==> config.mk <==
export PLATFORM = sky130hd
export DESIGN_NAME = charge_controller
export DESIGN_NICKNAME = d
export VERILOG_FILES = /design/src/rtl/charge_controller.sv
export SDC_FILE = /design/constraint.sdc
export NUM_CORES = 1
export LEC_CHECK = 0
export BUFFER_PORTS_ARGS = -buffer_cell sky130_fd_sc_hd__buf_4
export CORE_ASPECT_RATIO = 1.5
export CORE_MARGIN = 4
export CORE_UTILIZATION = 50
export DETAILED_ROUTE_END_ITERATION = 10
export MAX_ROUTING_LAYER = met4
export PLACE_DENSITY = 0.8
export SYNTH_ARGS = -nofsm -noshare
export SYNTH_HDL_FRONTEND = slang
export SYNTH_SLANG_ARGS = --single-unit
==> constraint.sdc <==
create_clock -name clk -period 2.7 [get_ports clk]
set_input_delay 0.135 -clock clk [delete_from_list [all_inputs] [get_ports clk]]
set_output_delay 0.135 -clock clk [all_outputs]
set_load 0.03 [all_outputs]
==> src/rtl/charge_controller.sv <==
// charge_controller: coin-operated charging station control FSM with money accumulation, idle timeout and charge countdown.
module charge_controller (
    input  logic       clk,
    input  logic       rst,
    input  logic       tick,
    input  logic       start,
    input  logic       coin_1,
    input  logic       coin_5,
    input  logic       clear,
    input  logic       confirm,
    output logic [4:0] all_money,
    output logic [5:0] remaining_time,
    output logic       charging,
    output logic       display_en,
    output logic       coin_reject
);
    localparam logic [1:0] IDLE     = 2'd0;
    localparam logic [1:0] INPUT    = 2'd1;
    localparam logic [1:0] CHARGING = 2'd2;
    localparam logic [3:0] TIMEOUT  = 4'd10;
    logic [1:0] state, state_n;
    logic [3:0] idle_cnt, idle_cnt_n;
    logic [4:0] money_n;
    logic [5:0] time_n;
    logic       reject_n;
    logic [2:0] add;
    logic [5:0] sum;
    logic [5:0] dbl;
    assign add = (coin_5 ? 3'd5 : 3'd0) + {2'b00, coin_1};
    assign sum = {1'b0, all_money} + {3'b000, add};
    assign dbl = {all_money, 1'b0};
    always_comb begin
        state_n    = state;
        idle_cnt_n = idle_cnt;
        money_n    = all_money;
        time_n     = remaining_time;
        reject_n   = 1'b0;
        case (state)
            IDLE: begin
                money_n    = 5'd0;
                time_n     = 6'd0;
                idle_cnt_n = 4'd0;
                state_n    = start ? INPUT : IDLE;
            end
            INPUT: begin
                // confirm outranks clear, clear outranks coins; losers are silently dropped
                if (confirm) begin
                    idle_cnt_n = 4'd0;
                    if (all_money != 5'd0) begin
                        state_n = CHARGING;
                        time_n  = (dbl > 6'd40) ? 6'd40 : dbl;
                    end
                end else if (clear) begin
                    idle_cnt_n = 4'd0;
                    money_n    = 5'd0;
                end else if (coin_1 || coin_5) begin
                    idle_cnt_n = 4'd0;
                    if (sum > 6'd20) reject_n = 1'b1;
                    else money_n = sum[4:0];
                end else if (tick && all_money == 5'd0) begin
                    if (idle_cnt + 4'd1 >= TIMEOUT) begin
                        state_n    = IDLE;
                        idle_cnt_n = 4'd0;
                    end else begin
                        idle_cnt_n = idle_cnt + 4'd1;
                    end
                end
            end
            CHARGING: begin
                if (tick) begin
                    if (remaining_time <= 6'd1) begin
                        state_n = IDLE;
                        time_n  = 6'd0;
                        money_n = 5'd0;
                    end else begin
                        time_n = remaining_time - 6'd1;
                    end
                end
            end
            default: begin
                state_n    = IDLE;
                money_n    = 5'd0;
                time_n     = 6'd0;
                idle_cnt_n = 4'd0;
            end
        endcase
    end
    always_ff @(posedge clk or posedge rst) begin
        if (rst) begin
            state          <= IDLE;
            idle_cnt       <= 4'd0;
            all_money      <= 5'd0;
            remaining_time <= 6'd0;
            charging       <= 1'b0;
            display_en     <= 1'b0;
            coin_reject    <= 1'b0;
        end else begin
            state          <= state_n;
            idle_cnt       <= idle_cnt_n;
            all_money      <= money_n;
            remaining_time <= time_n;
            charging       <= (state_n == CHARGING);
            display_en     <= (state_n != IDLE);
            coin_reject    <= reject_n;
        end
    end
endmodule

* Yosys cells after proc, flatten, opt, wreduce, memory -nomap -nowiden *
Index checks and enable logic that the tools add are counted.

operators by class
  $lt $le $gt $ge = 4
  muxes and demuxes = 35
  bitwise logic cells = 1
  equality and inequality tests = 11
  reductions and logical operators = 9
  add/subtract/negate cells = 4

operators by type and width
  cell                                                                              count
  5-bit two-way mux                                                                 6
  6-bit two-way mux                                                                 5
  4-bit two-way mux                                                                 5
  2-bit two-way mux                                                                 8
  6-bit case mux with 2 select lines                                                1
  2-bit != test, second input constant                                              5
  5-bit case mux with 2 select lines                                                1
  4-bit case mux with 2 select lines                                                1
  5-bit by 3-bit adder with 6-bit output                                            1
  6-bit by 5-bit greater-than comparator with 1-bit output, second input constant   1
  6-bit greater-than comparator, second input constant                              1
  6-bit by 1-bit less-or-equal comparator with 1-bit output, second input constant  1
  1-bit two-way mux                                                                 6
  3-bit != test, second input constant                                              2
  2-bit case mux with 3 select lines                                                1
  6-bit by 1-bit subtractor with 6-bit output, second input constant                1
  5-bit logical NOT                                                                 1
  5-bit != test, second input constant                                              1
  5-bit AND reduction                                                               1
  5-bit nonzero test                                                                1
  4-bit by 1-bit adder with 4-bit output, second input constant                     1
  2-bit equality test, second input constant                                        2
  4-bit greater-or-equal comparator, second input constant                          1
  3-bit by 1-bit adder with 3-bit output                                            1
  other kinds (9)                                                                   9

storage, ports and cells
  word-level logic and storage cells = 71
  bits in registers = 20
  input bits = 8

* Logic depth before layout (Yosys ltp) *
  word-level depth = 9
  depth in mapped cells = 9
  gate-level depth less buffers = 9

* Least setup slack after synthesis *
No wires, ideal clock.

  path kind = register -> register
  start point = register all_money[0]
  end point = register all_money[0]
  setup time = 0.122 ns
  buffers on the path = 0
  cell stages (with the launch flop) = 8
  data arrival time = 2.362 ns
  clock period less this slack = 2.484 ns
  slack = 0.216 ns
  required time = 2.578 ns
  cells stage by stage = dfrtp_1 ha_1 fa_1 or2_2 a221oi_1 a211oi_1 a31o_1 a32o_1

on the way
  longest elaborated chain between the ends = 6

ends and longest elaborated chain
  item                                                                                              line  source
  start: declaration                                                                                11    output logic [4:0] all_money,
  start signal: assignment                                                                          100   all_money <= money_n;
  5-bit by 3-bit adder with 6-bit output *                                                          30    assign sum = {1'b0, all_money} + {3'b000, add};
  branches (longest 5 deep; another with 6-bit by 5-bit greater-than comparator with 1-bit output)  n/a

Every way passes the cells marked *. The select of a mux whose other input is x is not followed.
A chain may end at the register's enable or synchronous reset.

* Worst setup path after layout *
  start point = register all_money[0]
  end point = register all_money[2]

Same word-level chain as after synthesis.

==> metrics.cfg <==
[run_status]
status = completed

[worst_setup_path]
crit_type = reg -> reg
worstPathRequired_ns = 2.85
worstSetupEndpointType = register
crit_arrival_ns = 2.69
worstPathMaxFanout = 7
cp-start-kind = register

[synthesis]
netlist_area_um2 = 1500
synth_edf_count = 0
yosysWarnings = 0
synth_seq_area_share_pct = 33.4
async_flop_share_pct = 100
synth_nets = 191
syn_avg_cell_area_um2 = 8.87
ys_types = 46
synth_flop_cell = dfrtp_1
synth-seq-cells = 20
syn_inst = 169

[floorplanning]
die_w_um = 52.7
core_um2 = 2880
die_y_um = 75.1
rows = 24
start_util_pct = 52.0
io_pins = 22
dieArea_um2 = 3960

[routing]
wire_per_inst_um = 16.1
route.detailed.drc = 0
drt_pass1_iterations = 4
ant_nets = 0
drtIter0Drc = 39
wirelength_um = 3670
vias_per_cell = 6.07
via_count = 1384

[final_layout]
antenna_cells = 0
final_cell_area_um2 = 1740
drive_above_1_share_pct = 16.9
nets = 213
area.growth.synth_to_final_pct = 15.9

[cts]
postCtsSetupBuffers = 0
clk_latency_ns = 0.26
htreeDepth = 1
ctsLongestPathBuffers = 2
cts-root-buf = clkbuf_8
cts_tree = done
cts-resized-gates = 0
clock_sinks = 20
clk_pin_slew_ns = 0.08
numCtsBuffers = 3
cts_hold_buf = 0

[grt]
grt_pass1_vias = 1347
grt_start_max_net_pins = 21
overflow = 0
grt_antenna_before_repair = 0
track_usage_pct = 20.3
grt_pass1_wl_um = 5930

[placed_design]
postPlaceCellArea_um2 = 1690
gp_congestion = 0.860
dpl.hpwl_um = 2850
io_buffers = 21

[power_and_ir_drop]
p_comb_share_pct = 39.5
p_sw_uw = 366
p_leak_nw = 0.818
power_density_nw_per_um2 = 529
seqPwrFrac_pct = 38.8
cellInternalPower_uw = 553
clkPwrFrac_pct = 21.7
max-vdd-ir-drop_mv = 0.294
switching_share_pct = 39.8

[timing]
max_freq_mhz = 393
setup-tns-final_ns = 0
hold_viol_final = 0
fin_skew_ns = 0.00434
rsz0062_at_grt = false
period_needed_ns = 2.55
finalCritPeriodShare_pct = 94.3
drv_slew = 0
setup_viol = 0
tightest_slew_ns = 0.761
relSlewSlack_pct = 49.2
holdWs_ns = 0.0128

[run]
drv_cap = 0

[min_path]
hp-class = in -> async

-- layout make-up --
| class | instances | area (um^2) |
|---|---|---|
| Fill cell | 282 | 1140 |
| Multi-Input combinational cell | 126 | 917 |
| Tap cell | 39 | 48.8 |
| Clock buffer | 3 | 41.3 |
| Timing Repair Buffer | 21 | 158 |
| Inverter | 19 | 71.3 |
| Sequential cell | 20 | 502 |
-- worst max-delay path: stages (launching register included) --
cell and delay (ns):
dfrtp_2 0.47, ha_1 0.27, fa_1 0.45, or2_2 0.33, a221oi_1 0.29, a211oi_1 0.11
a31o_1 0.29, a32o_1 0.22
-- per-layer routing --
layer | up-vias | part of all wire, % | GRT usage, %
met3 | 8 | 3.5 | 2.97
met1 | 669 | 41 | 22.7
met5 | - | 0 | -
met2 | 30 | 54 | 36.2
met4 | 0 | 1.8 | 7.10
li1 | 677 | - | -
-- flip-flops by register name (all words and copies together) (netlist names) --
register        cells
idle_cnt            4
charging            1
state               2
all_money           5
display_en          1
remaining_time      6
coin_reject         1
-- cell usage in the layout (no fill, tap or decap), types with 2 or more instances in the layout --
cell type	instances
ha_1	13
a31oi_1	4
o31ai_1	3
or4_1	2
a21o_1	2
nand4_1	2
nor3_1	4
a21oi_1	8
xor2_1	2
clkbuf_8	3
a211o_1	4
nor3b_1	3
a221oi_1	2
nand2_1	16
mux2_2	2
o311ai_0	2
nand3_1	4
inv_1	19
dfrtp_1	19
nor4_1	4
a32o_1	3
o32ai_1	2
and2_1	2
o21ai_1	2
nor2_1	9
buf_4	21
o21ai_0	11
-- cell usage after synthesis (4+ instances only) --
cell type,count,area [um^2]
dfrtp_1,20,500
ha_1,13,163
a211o_1,4,35.0
nor3_1,4,20.0
a21oi_1,8,40.0
nor2_1,9,33.8
inv_1,19,71.3
o21ai_0,11,55.1
a31oi_1,4,25.0
nand2_1,16,60.1
nor4_1,4,25.0
nand3_1,4,20.0
-- path summary, 6_finish.rpt --
| kind | startpoint | to | slack [ns] | cells past startpoint |
|---|---|---|---|---|
| worst max-delay path | all_money[0] | all_money[2] | 0.15 | 7 |
| worst min-delay path | rst | remaining_time[5] | 0.01 | 2 |
| worst max register to register | all_money[0] | all_money[2] | 0.15 | 7 |
| worst min register to register | idle_cnt[3] | idle_cnt[3] | 0.54 | 1 |
| max in group asynchronous | rst | all_money[0] | 2.17 | 2 |
| min in group clk | confirm | coin_reject | 0.11 | 2 |
-- per-stage QoR --
| step | util, % | worst slack [ns] | power [mW] | instances |
|---|---|---|---|---|
| detailed placement | 58.6 | 0.147 | 0.717 | 225 |
| global placement | 58.6 | 0.227 | 0.705 | 225 |
| finish | 60.3 | 0.154 | 0.919 | 228 |
| CTS | 60.0 | 0.165 | 0.908 | 228 |
| global route | 60.3 | 0.0240 | 0.970 | 228 |
| floorplan | - | 0.216 | 0.613 | 169 |
-- cells by family after synthesis --
group | share of synthesized area (%)
fa+ha+maj | 12.2
compound gates | 26.0
mux | 1.50
simple gates | 18.6
xor+xnor | 2.34
flops | 33.4
buf+inv | 5.93
-- power groups by stage --
| stage | combinational, mW | sequential [mW] | clock (mW) |
|---|---|---|---|
| 2_1_floorplan | 0.228 | 0.386 | 0 |
| 3_3_place_gp | 0.346 | 0.359 | 0 |
| 3_5_place_dp | 0.357 | 0.360 | 0 |
| 4_1_cts | 0.358 | 0.355 | 0.196 |
| 5_1_grt | 0.401 | 0.360 | 0.209 |
| 6_report | 0.363 | 0.356 | 0.199 |
No activity file was read; power rests on OpenSTA's default activity.
